### src/rtl/monkey_collision_ctrl.sv
// Monkey collision controller: checks the monkey drawing request against each
// target layer, emits first-overlap pulses, reports per-frame OR-ed hit edges
// and keeps a hysteresis-filtered contact flag per target.
// Build option: define COLLISION_PRIORITY_EN to let only the lowest-index
// overlapping target register a hit in any given cycle.
//
// state | meaning
// IDLE  | game stopped, all outputs and internal state held at zero
// SYNC  | enabled, waiting for the first startOfFrame to align to a frame
// RUN   | tracking overlaps and reporting at every frame boundary
module monkey_collision_ctrl #(
  parameter int NUM_TARGETS = 3,
  parameter int MISS_FRAMES = 2
) (
  input  logic                       clk,
  input  logic                       resetN,
  input  logic                       enable,
  input  logic                       startOfFrame,
  input  logic                       monkeyDR,
  input  logic [3:0]                 monkeyHitEdge,
  input  logic [NUM_TARGETS-1:0]     targetDR,
  output logic [NUM_TARGETS-1:0]     collisionPulse,
  output logic [4*NUM_TARGETS-1:0]   frameHitEdge,
  output logic                       frameValid,
  output logic [NUM_TARGETS-1:0]     contact
);

  localparam int MW = $clog2(MISS_FRAMES + 1);
  localparam logic [MW-1:0] MISS_MAX = MW'(MISS_FRAMES);

  typedef enum logic [1:0] {IDLE, SYNC, RUN} state_t;

  state_t state, state_nxt;

  logic [NUM_TARGETS-1:0]   raw_overlap, overlap;
  logic [4*NUM_TARGETS-1:0] acc, acc_nxt;
  logic [NUM_TARGETS-1:0]   first_hit, first_nxt;
  logic [MW-1:0]            miss_cnt [NUM_TARGETS];
  logic [MW-1:0]            miss_nxt [NUM_TARGETS];
  logic [NUM_TARGETS-1:0]   pulse_nxt, contact_nxt;
  logic [4*NUM_TARGETS-1:0] fhe_nxt;
  logic                     valid_nxt;

  assign raw_overlap = {NUM_TARGETS{monkeyDR}} & targetDR;

`ifdef COLLISION_PRIORITY_EN
  // isolate the lowest set bit so only one target sees the hit
  assign overlap = raw_overlap & (~raw_overlap + NUM_TARGETS'(1));
`else
  assign overlap = raw_overlap;
`endif

  // state register
  always_ff @(posedge clk or negedge resetN) begin
    if (!resetN) state <= IDLE;
    else         state <= state_nxt;
  end

  // next-state: dropping enable always returns to IDLE
  always_comb begin
    state_nxt = state;
    if (!enable) begin
      state_nxt = IDLE;
    end else begin
      case (state)
        IDLE:    state_nxt = SYNC;
        SYNC:    if (startOfFrame) state_nxt = RUN;
        RUN:     state_nxt = RUN;
        default: state_nxt = IDLE;
      endcase
    end
  end

  // output / datapath next values
  always_comb begin
    acc_nxt     = acc;
    first_nxt   = first_hit;
    miss_nxt    = miss_cnt;
    contact_nxt = contact;
    fhe_nxt     = frameHitEdge;
    pulse_nxt   = '0;
    valid_nxt   = 1'b0;
    if (!enable || state == IDLE) begin
      acc_nxt     = '0;
      first_nxt   = '0;
      contact_nxt = '0;
      fhe_nxt     = '0;
      for (int i = 0; i < NUM_TARGETS; i++) miss_nxt[i] = '0;
    end else if (state == SYNC) begin
      // alignment frame start: open a fresh frame but report nothing
      if (startOfFrame) begin
        first_nxt = overlap;
        pulse_nxt = overlap;
        for (int i = 0; i < NUM_TARGETS; i++)
          acc_nxt[4*i +: 4] = overlap[i] ? monkeyHitEdge : 4'h0;
      end
    end else if (startOfFrame) begin
      // frame boundary: report the closed frame, the current pixel opens the new one
      valid_nxt = 1'b1;
      fhe_nxt   = acc;
      first_nxt = overlap;
      pulse_nxt = overlap;
      for (int i = 0; i < NUM_TARGETS; i++) begin
        acc_nxt[4*i +: 4] = overlap[i] ? monkeyHitEdge : 4'h0;
        if (acc[4*i +: 4] != 4'h0 || first_hit[i]) begin
          contact_nxt[i] = 1'b1;
          miss_nxt[i]    = '0;
        end else begin
          if (miss_cnt[i] != MISS_MAX) miss_nxt[i] = miss_cnt[i] + MW'(1);
          if (miss_nxt[i] == MISS_MAX) contact_nxt[i] = 1'b0;
        end
      end
    end else begin
      pulse_nxt = overlap & ~first_hit;
      first_nxt = first_hit | overlap;
      for (int i = 0; i < NUM_TARGETS; i++)
        if (overlap[i]) acc_nxt[4*i +: 4] = acc[4*i +: 4] | monkeyHitEdge;
    end
  end

  // datapath and output registers
  always_ff @(posedge clk or negedge resetN) begin
    if (!resetN) begin
      acc            <= '0;
      first_hit      <= '0;
      contact        <= '0;
      frameHitEdge   <= '0;
      collisionPulse <= '0;
      frameValid     <= 1'b0;
      for (int i = 0; i < NUM_TARGETS; i++) miss_cnt[i] <= '0;
    end else begin
      acc            <= acc_nxt;
      first_hit      <= first_nxt;
      contact        <= contact_nxt;
      frameHitEdge   <= fhe_nxt;
      collisionPulse <= pulse_nxt;
      frameValid     <= valid_nxt;
      for (int i = 0; i < NUM_TARGETS; i++) miss_cnt[i] <= miss_nxt[i];
    end
  end

endmodule

### config.mk
export PLATFORM = sky130hd
export DESIGN_NAME = monkey_collision_ctrl
export DESIGN_NICKNAME = d
export VERILOG_FILES = /design/src/rtl/monkey_collision_ctrl.sv
export SDC_FILE = /design/constraint.sdc
export NUM_CORES = 1
export LEC_CHECK = 0
export BUFFER_PORTS_ARGS = -buffer_cell sky130_fd_sc_hd__buf_2
export CAP_MARGIN = 20
export CORE_MARGIN = 1
export CORE_UTILIZATION = 54
export CTS_CLUSTER_SIZE = 30
export DETAILED_ROUTE_END_ITERATION = 12
export PLACE_DENSITY = 0.77
export SLEW_MARGIN = 20
export SYNTH_ARGS = -nofsm -noshare
export SYNTH_HDL_FRONTEND = slang
export SYNTH_SLANG_ARGS = --single-unit
### constraint.sdc
create_clock -name clk -period 2 [get_ports clk]
set_input_delay 0.4 -clock clk [delete_from_list [all_inputs] [get_ports clk]]
set_output_delay 0.4 -clock clk [all_outputs]
set_load 0.03 [all_outputs]
-- Word-level counts from Yosys, hierarchy flattened
Cells that the tools add are included.
- reductions and logical operators: 23
- multiplexer cells: 57
- bitwise logic cells: 7
- div/mod/pow operators: 0
- add/sub/neg operators: 3
- equality and inequality tests: 11
- shift-type cells: 0
- multiply operators: 0
- $lt $le $gt $ge: 0
- operators by type and width (cell ; count):
    $mux 12 ; 7
    $mux 2 ; 20
    $mux 3 ; 11
    $mux 4 ; 6
    $mux 6 ; 3
    $reduce_bool 3->1 ; 6
    $or 4x4->4 ; 3
    $reduce_bool 4->1 ; 3
    $mux 1 ; 9
    $reduce_and 3->1 ; 3
    $eq 2x2->1 const B ; 4
    $ne 2x2->1 const B ; 4
    $reduce_and 2->1 ; 4
    $add 2x1->2 const B ; 3
    $and 3x3->3 ; 2
    $ne 3x3->1 const B ; 2
    $pmux 2 s3 ; 1
    $logic_or 1x1->1 ; 4
    $not 3->3 ; 1
    $or 3x3->3 ; 1
    $eq 2x1->1 const B ; 1
    $logic_not 2->1 ; 1
    $reduce_bool 2->1 ; 1
    $logic_not 1->1 ; 1
- output and inout bits: 19
- input port bits: 12
- logic and storage cells: 115
- latch bits: 0
- flip-flop bits (word level): 42
- ROM bits: 0
- memories: 0
- memory bits (writable): 0

-- Depth between registers and ports, before layout
- word-level depth: 12
- mapped depth: 7
- depth with buffers taken out: 6

-- Worst setup path after synthesis
No wires, ideal clock.
- path type: register -> register
- from: reg state[0]
- to: reg acc[0]
- setup time: 0.079 ns
- stages on the path, launching flop included: 8
- data required time: 1.921 ns
- data arrival time: 1.360 ns
- setup slack: 0.561 ns
- clock period less this slack: 1.439 ns
- path buffers: 2
- path through: dfrtp_1 inv_1 ha_1 nand2b_1 buf_2 nor2_2 buf_2 o2bb2ai_1
- word-level cells in the longest chain between the ends: 4
- elaborated cells on any way between the ends: 8
- classes of those cells: 2 x eq/ne; 2 x mux; 4 x reduce/logical
- RTL lines (element ; RTL line ; text):
    start, declared ; 33 ; state_t state, state_nxt;
    start signal, assigned ; 56 ; else state <= state_nxt;
    $logic_not 2->1 ; 83 ; if (!enable || state == IDLE) begin
    $logic_or 1x1->1 ; 83 ;
    $ne 3x3->1 (no source line) / $reduce_bool 3->1 (equally long branches) ; n/a ;
    $reduce_and 2->1 (no source line) ; n/a ;
    end signal, assigned ; 132 ; acc <= acc_nxt;
    end, declared ; 36 ; logic [4*NUM_TARGETS-1:0] acc, acc_nxt;
Parallel ways exist; a longest one is shown, timed or not.
A chain may end at the register's enable or synchronous reset.

-- Worst setup path in the final report
- from: reg state[0]
- to: reg miss_cnt[3] in the netlist's numbering
- word-level cells in the longest chain between the ends: 4
- elaborated cells on any way between the ends: 7
- classes of those cells: 2 x eq/ne; 1 x mux; 4 x reduce/logical
- RTL lines (element ; RTL line ; text):
    $logic_not 2->1 ; 83 ;
    $logic_or 1x1->1 ; 83 ;
    $ne 2x2->1 (no source line) / $reduce_bool 2->1 (equally long branches) ; n/a ;
    $reduce_and 2->1 (no source line) ; n/a ;
    end, declared ; 38 ; logic [MW-1:0] miss_cnt [NUM_TARGETS];
Parallel ways exist; a longest one is shown, timed or not.

==> results.json <==
{
  "tightest_slew_ns": 0.7045,
  "die_w_um": 59.28,
  "slowest_delay_ns": 0.54,
  "dieHeight_um": 59.28,
  "cts.path.max_buffers": 2,
  "cts-root-buf": "clkbuf_4",
  "grt_overflow": 0,
  "drc": 0,
  "dr.pass1.iters": 4,
  "peakVddDrop_v": 0.0006169,
  "postRouteAntennaNets": 0,
  "setup_violations": 0,
  "p_per_area_nw_per_um2": 947.8,
  "placedCellCount": 237,
  "finalSetupTns_ns": 0,
  "die_area_um2": 3514,
  "synth_fp_nets": 183,
  "vias": 1351,
  "dp_hpwl_um": 2910,
  "grt_pass1_vias": 1386,
  "slew_headroom": 0.5303,
  "hp-class": "in -> async",
  "antenna_found_initial": 0,
  "clock_latency_ns": 0.35,
  "synth_warnings": 0,
  "final_area_um2": 2036,
  "hold_viol_final": 0,
  "synth_edf_count": 0,
  "arrival_ns": 2.07,
  "yosysTopAreaCellShare": 0.5932,
  "min_period_ns": 1.820,
  "synth_cell_types": 21,
  "crit_chain": "ha_1 -> and2b_1 -> nor2_1 -> a32o_1",
  "synthCells": 165,
  "r2r_setup_slack_ns": 0.18,
  "placement.io_buffers": 30,
  "cp_max_fo": 14,
  "place_congestion": 0.8574,
  "cts_tree": "done",
  "finalWirelength_um": 3938,
  "fin_util": 0.6614,
  "syn_to_final_growth_pct": 14.90,
  "n_antenna_cell": 0,
  "slew_violations": 0,
  "cts_inserted_buffers": 5,
  "drt-initial-drc-count": 64,
  "synthFlopType": "dfrtp_1",
  "synth.largest_area_cell": "dfrtp_1",
  "cts_resized": 0,
  "grt_setup_unrepaired": "false",
  "stdcell_count": 245,
  "mappedNetlistArea_um2": 1772,
  "place_area_um2": 1976,
  "gr-usage-all-layers": 0.2666,
  "cts.clk_slew.worst_paths_ns": 0.12,
  "post_cts.repair.setup_buffers": 0,
  "crit_required_ns": 2.25,
  "drive_above_1_share": 0.2438,
  "max_freq_mhz": 549.5,
  "ios": 31,
  "nets": 218,
  "outcome": "finished clean",
  "p_leak_nw": 0.9753,
  "start_util": 0.5756,
  "synth.area.top_cells": "dfrtp_1 59%, o2bb2ai_1 7.4%, nand2_1 6.8%",
  "placementRows": 20,
  "crit_path_end_kind": "register",
  "grt_pass1_wl_um": 6548,
  "postCtsHoldBufs": 0,
  "maxCapViolations": 0,
  "coreArea_um2": 3078,
  "grt_max_degree": 33,
  "wl_per_cell_um": 16.07,
  "slowest_stage": "and2b_1",
  "cts_sinks": 42,
  "r2r_end": "miss_cnt[3]",
  "r2r-start": "state[0]",
  "num-fill-cells": 258,
  "syn_area_per_cell_um2": 10.74,
  "via_per_inst": 5.514,
  "yosysSeqAreaShare": 0.5932,
  "ys_async_sr_fraction": 1.000,
  "fin_crit_sh": 0.9099,
  "path_class": "reg -> reg",
  "cp-start-kind": "register",
  "ys_ff_latch": 42,
  "h-tree-depth": 2,
  "reg2reg_depth": 4,
  "worst_clock_skew_ns": 0.008155
}
==> critical path: cells and delay by family (launching register included) <==
kind / cells / cell delay [ns]
flops: 1 / 0.42
simple gates: 2 / 0.77
compound gates: 1 / 0.26
fa+ha+maj: 1 / 0.27
==> where the power goes <==
| part | switching (mW) | total, mW | internal [mW] | leakage, nW |
|---|---|---|---|---|
| Sequential | 0.0450 | 0.961 | 0.916 | 0.581 |
| Clock | 0.266 | 0.436 | 0.171 | 0.0353 |
| Combinational | 0.359 | 0.532 | 0.173 | 0.359 |
==> layout make-up <==
cell class | instances | area [um^2] | area share
flip-flops and latches | 42 | 1051 | 0.5163
multi-input cells | 106 | 651.9 | 0.3202
repair buffers | 33 | 172.7 | 0.08482
clock buffers | 7 | 55.05 | 0.02704
well taps | 44 | 55.05 | 0.02704
inverters | 12 | 45.04 | 0.02213
clock inverters | 1 | 5.005 | 0.002459
==> state kept, by name, indices dropped and copies added, names as in the netlist <==
register and flops:
frameValid 1, frameHitEdge 12, first_hit 3, collisionPulse 3, miss_cnt 6, acc 12, contact 3, state 2
==> through the flow <==
step,hold WS (ns),power [mW],worst slack [ns]
3_5_place_dp,0.4887,1.505,0.2322
5_1_grt,0.1236,2.036,0.01624
3_3_place_gp,0.4680,1.468,0.3343
2_1_floorplan,0.1044,1.342,0.5611
4_1_cts,0.09794,1.938,0.1846
6_report,0.07963,1.929,0.1803
==> synthesized netlist by cell type (2+ instances only) <==
cell	instances
dfrtp_1	42
o2bb2ai_1	15
ha_1	6
nor2b_1	2
nand2_1	32
o22ai_1	3
buf_2	4
or4_4	3
nor2_1	10
o21ai_0	3
a21oi_1	12
nor2_2	4
nand3_1	3
nand2b_1	3
a21boi_0	2
inv_1	11
a32o_1	6
==> worst max path at each step <==
| stage | start | end | slack (ns) | depth (start not counted) |
|---|---|---|---|---|
| final | state[0] | miss_cnt[3] | 0.18 | 4 |
| after floorplan | state[0] | acc[0] | 0.56 | 7 |
| after global routing | state[1] | miss_cnt[2] | 0.02 | 5 |
| after global placement | state[0] | miss_cnt[0] | 0.33 | 4 |
| after CTS | state[0] | miss_cnt[3] | 0.18 | 4 |
| after detailed placement | state[1] | miss_cnt[2] | 0.23 | 5 |
==> per-layer routing <==
layer,up-vias,routed length (um),GRT usage
li1,640,-,-
met2,30,2020,0.4382
met4,0,70,0.1429
met5,-,0,0
met3,8,156,0.06769
met1,673,1690,0.3220
==> placed cells by master, fill, tap and decap left out, drive strengths merged <==
cell type,netlist,routed
o22ai,3,3
inv,12,12
buf,4,33
nand2b,3,3
nor2,14,14
nand2,33,33
and2b,1,1
dfrtp,42,42
a32o,6,6
a21boi,2,2
clkbuf,1,7
ha,6,6
nor2b,2,2
clkinv,0,1
or4,3,3
a21oi,12,12
o21ai,3,3
nand3,3,3
o2bb2ai,15,15
==> cells by family (layout without fill, tap and decap cells) <==
group | Yosys count | after routing | synth area share
AOI/OAI and AO/OA | 41 | 41 | 0.1695
DFF | 42 | 42 | 0.5932
and+or+nand+nor | 59 | 59 | 0.1561
buffers and inverters | 17 | 53 | 0.03884
adders and majority gates | 6 | 6 | 0.04237
Note: power is estimated with default switching activity, not from simulation.
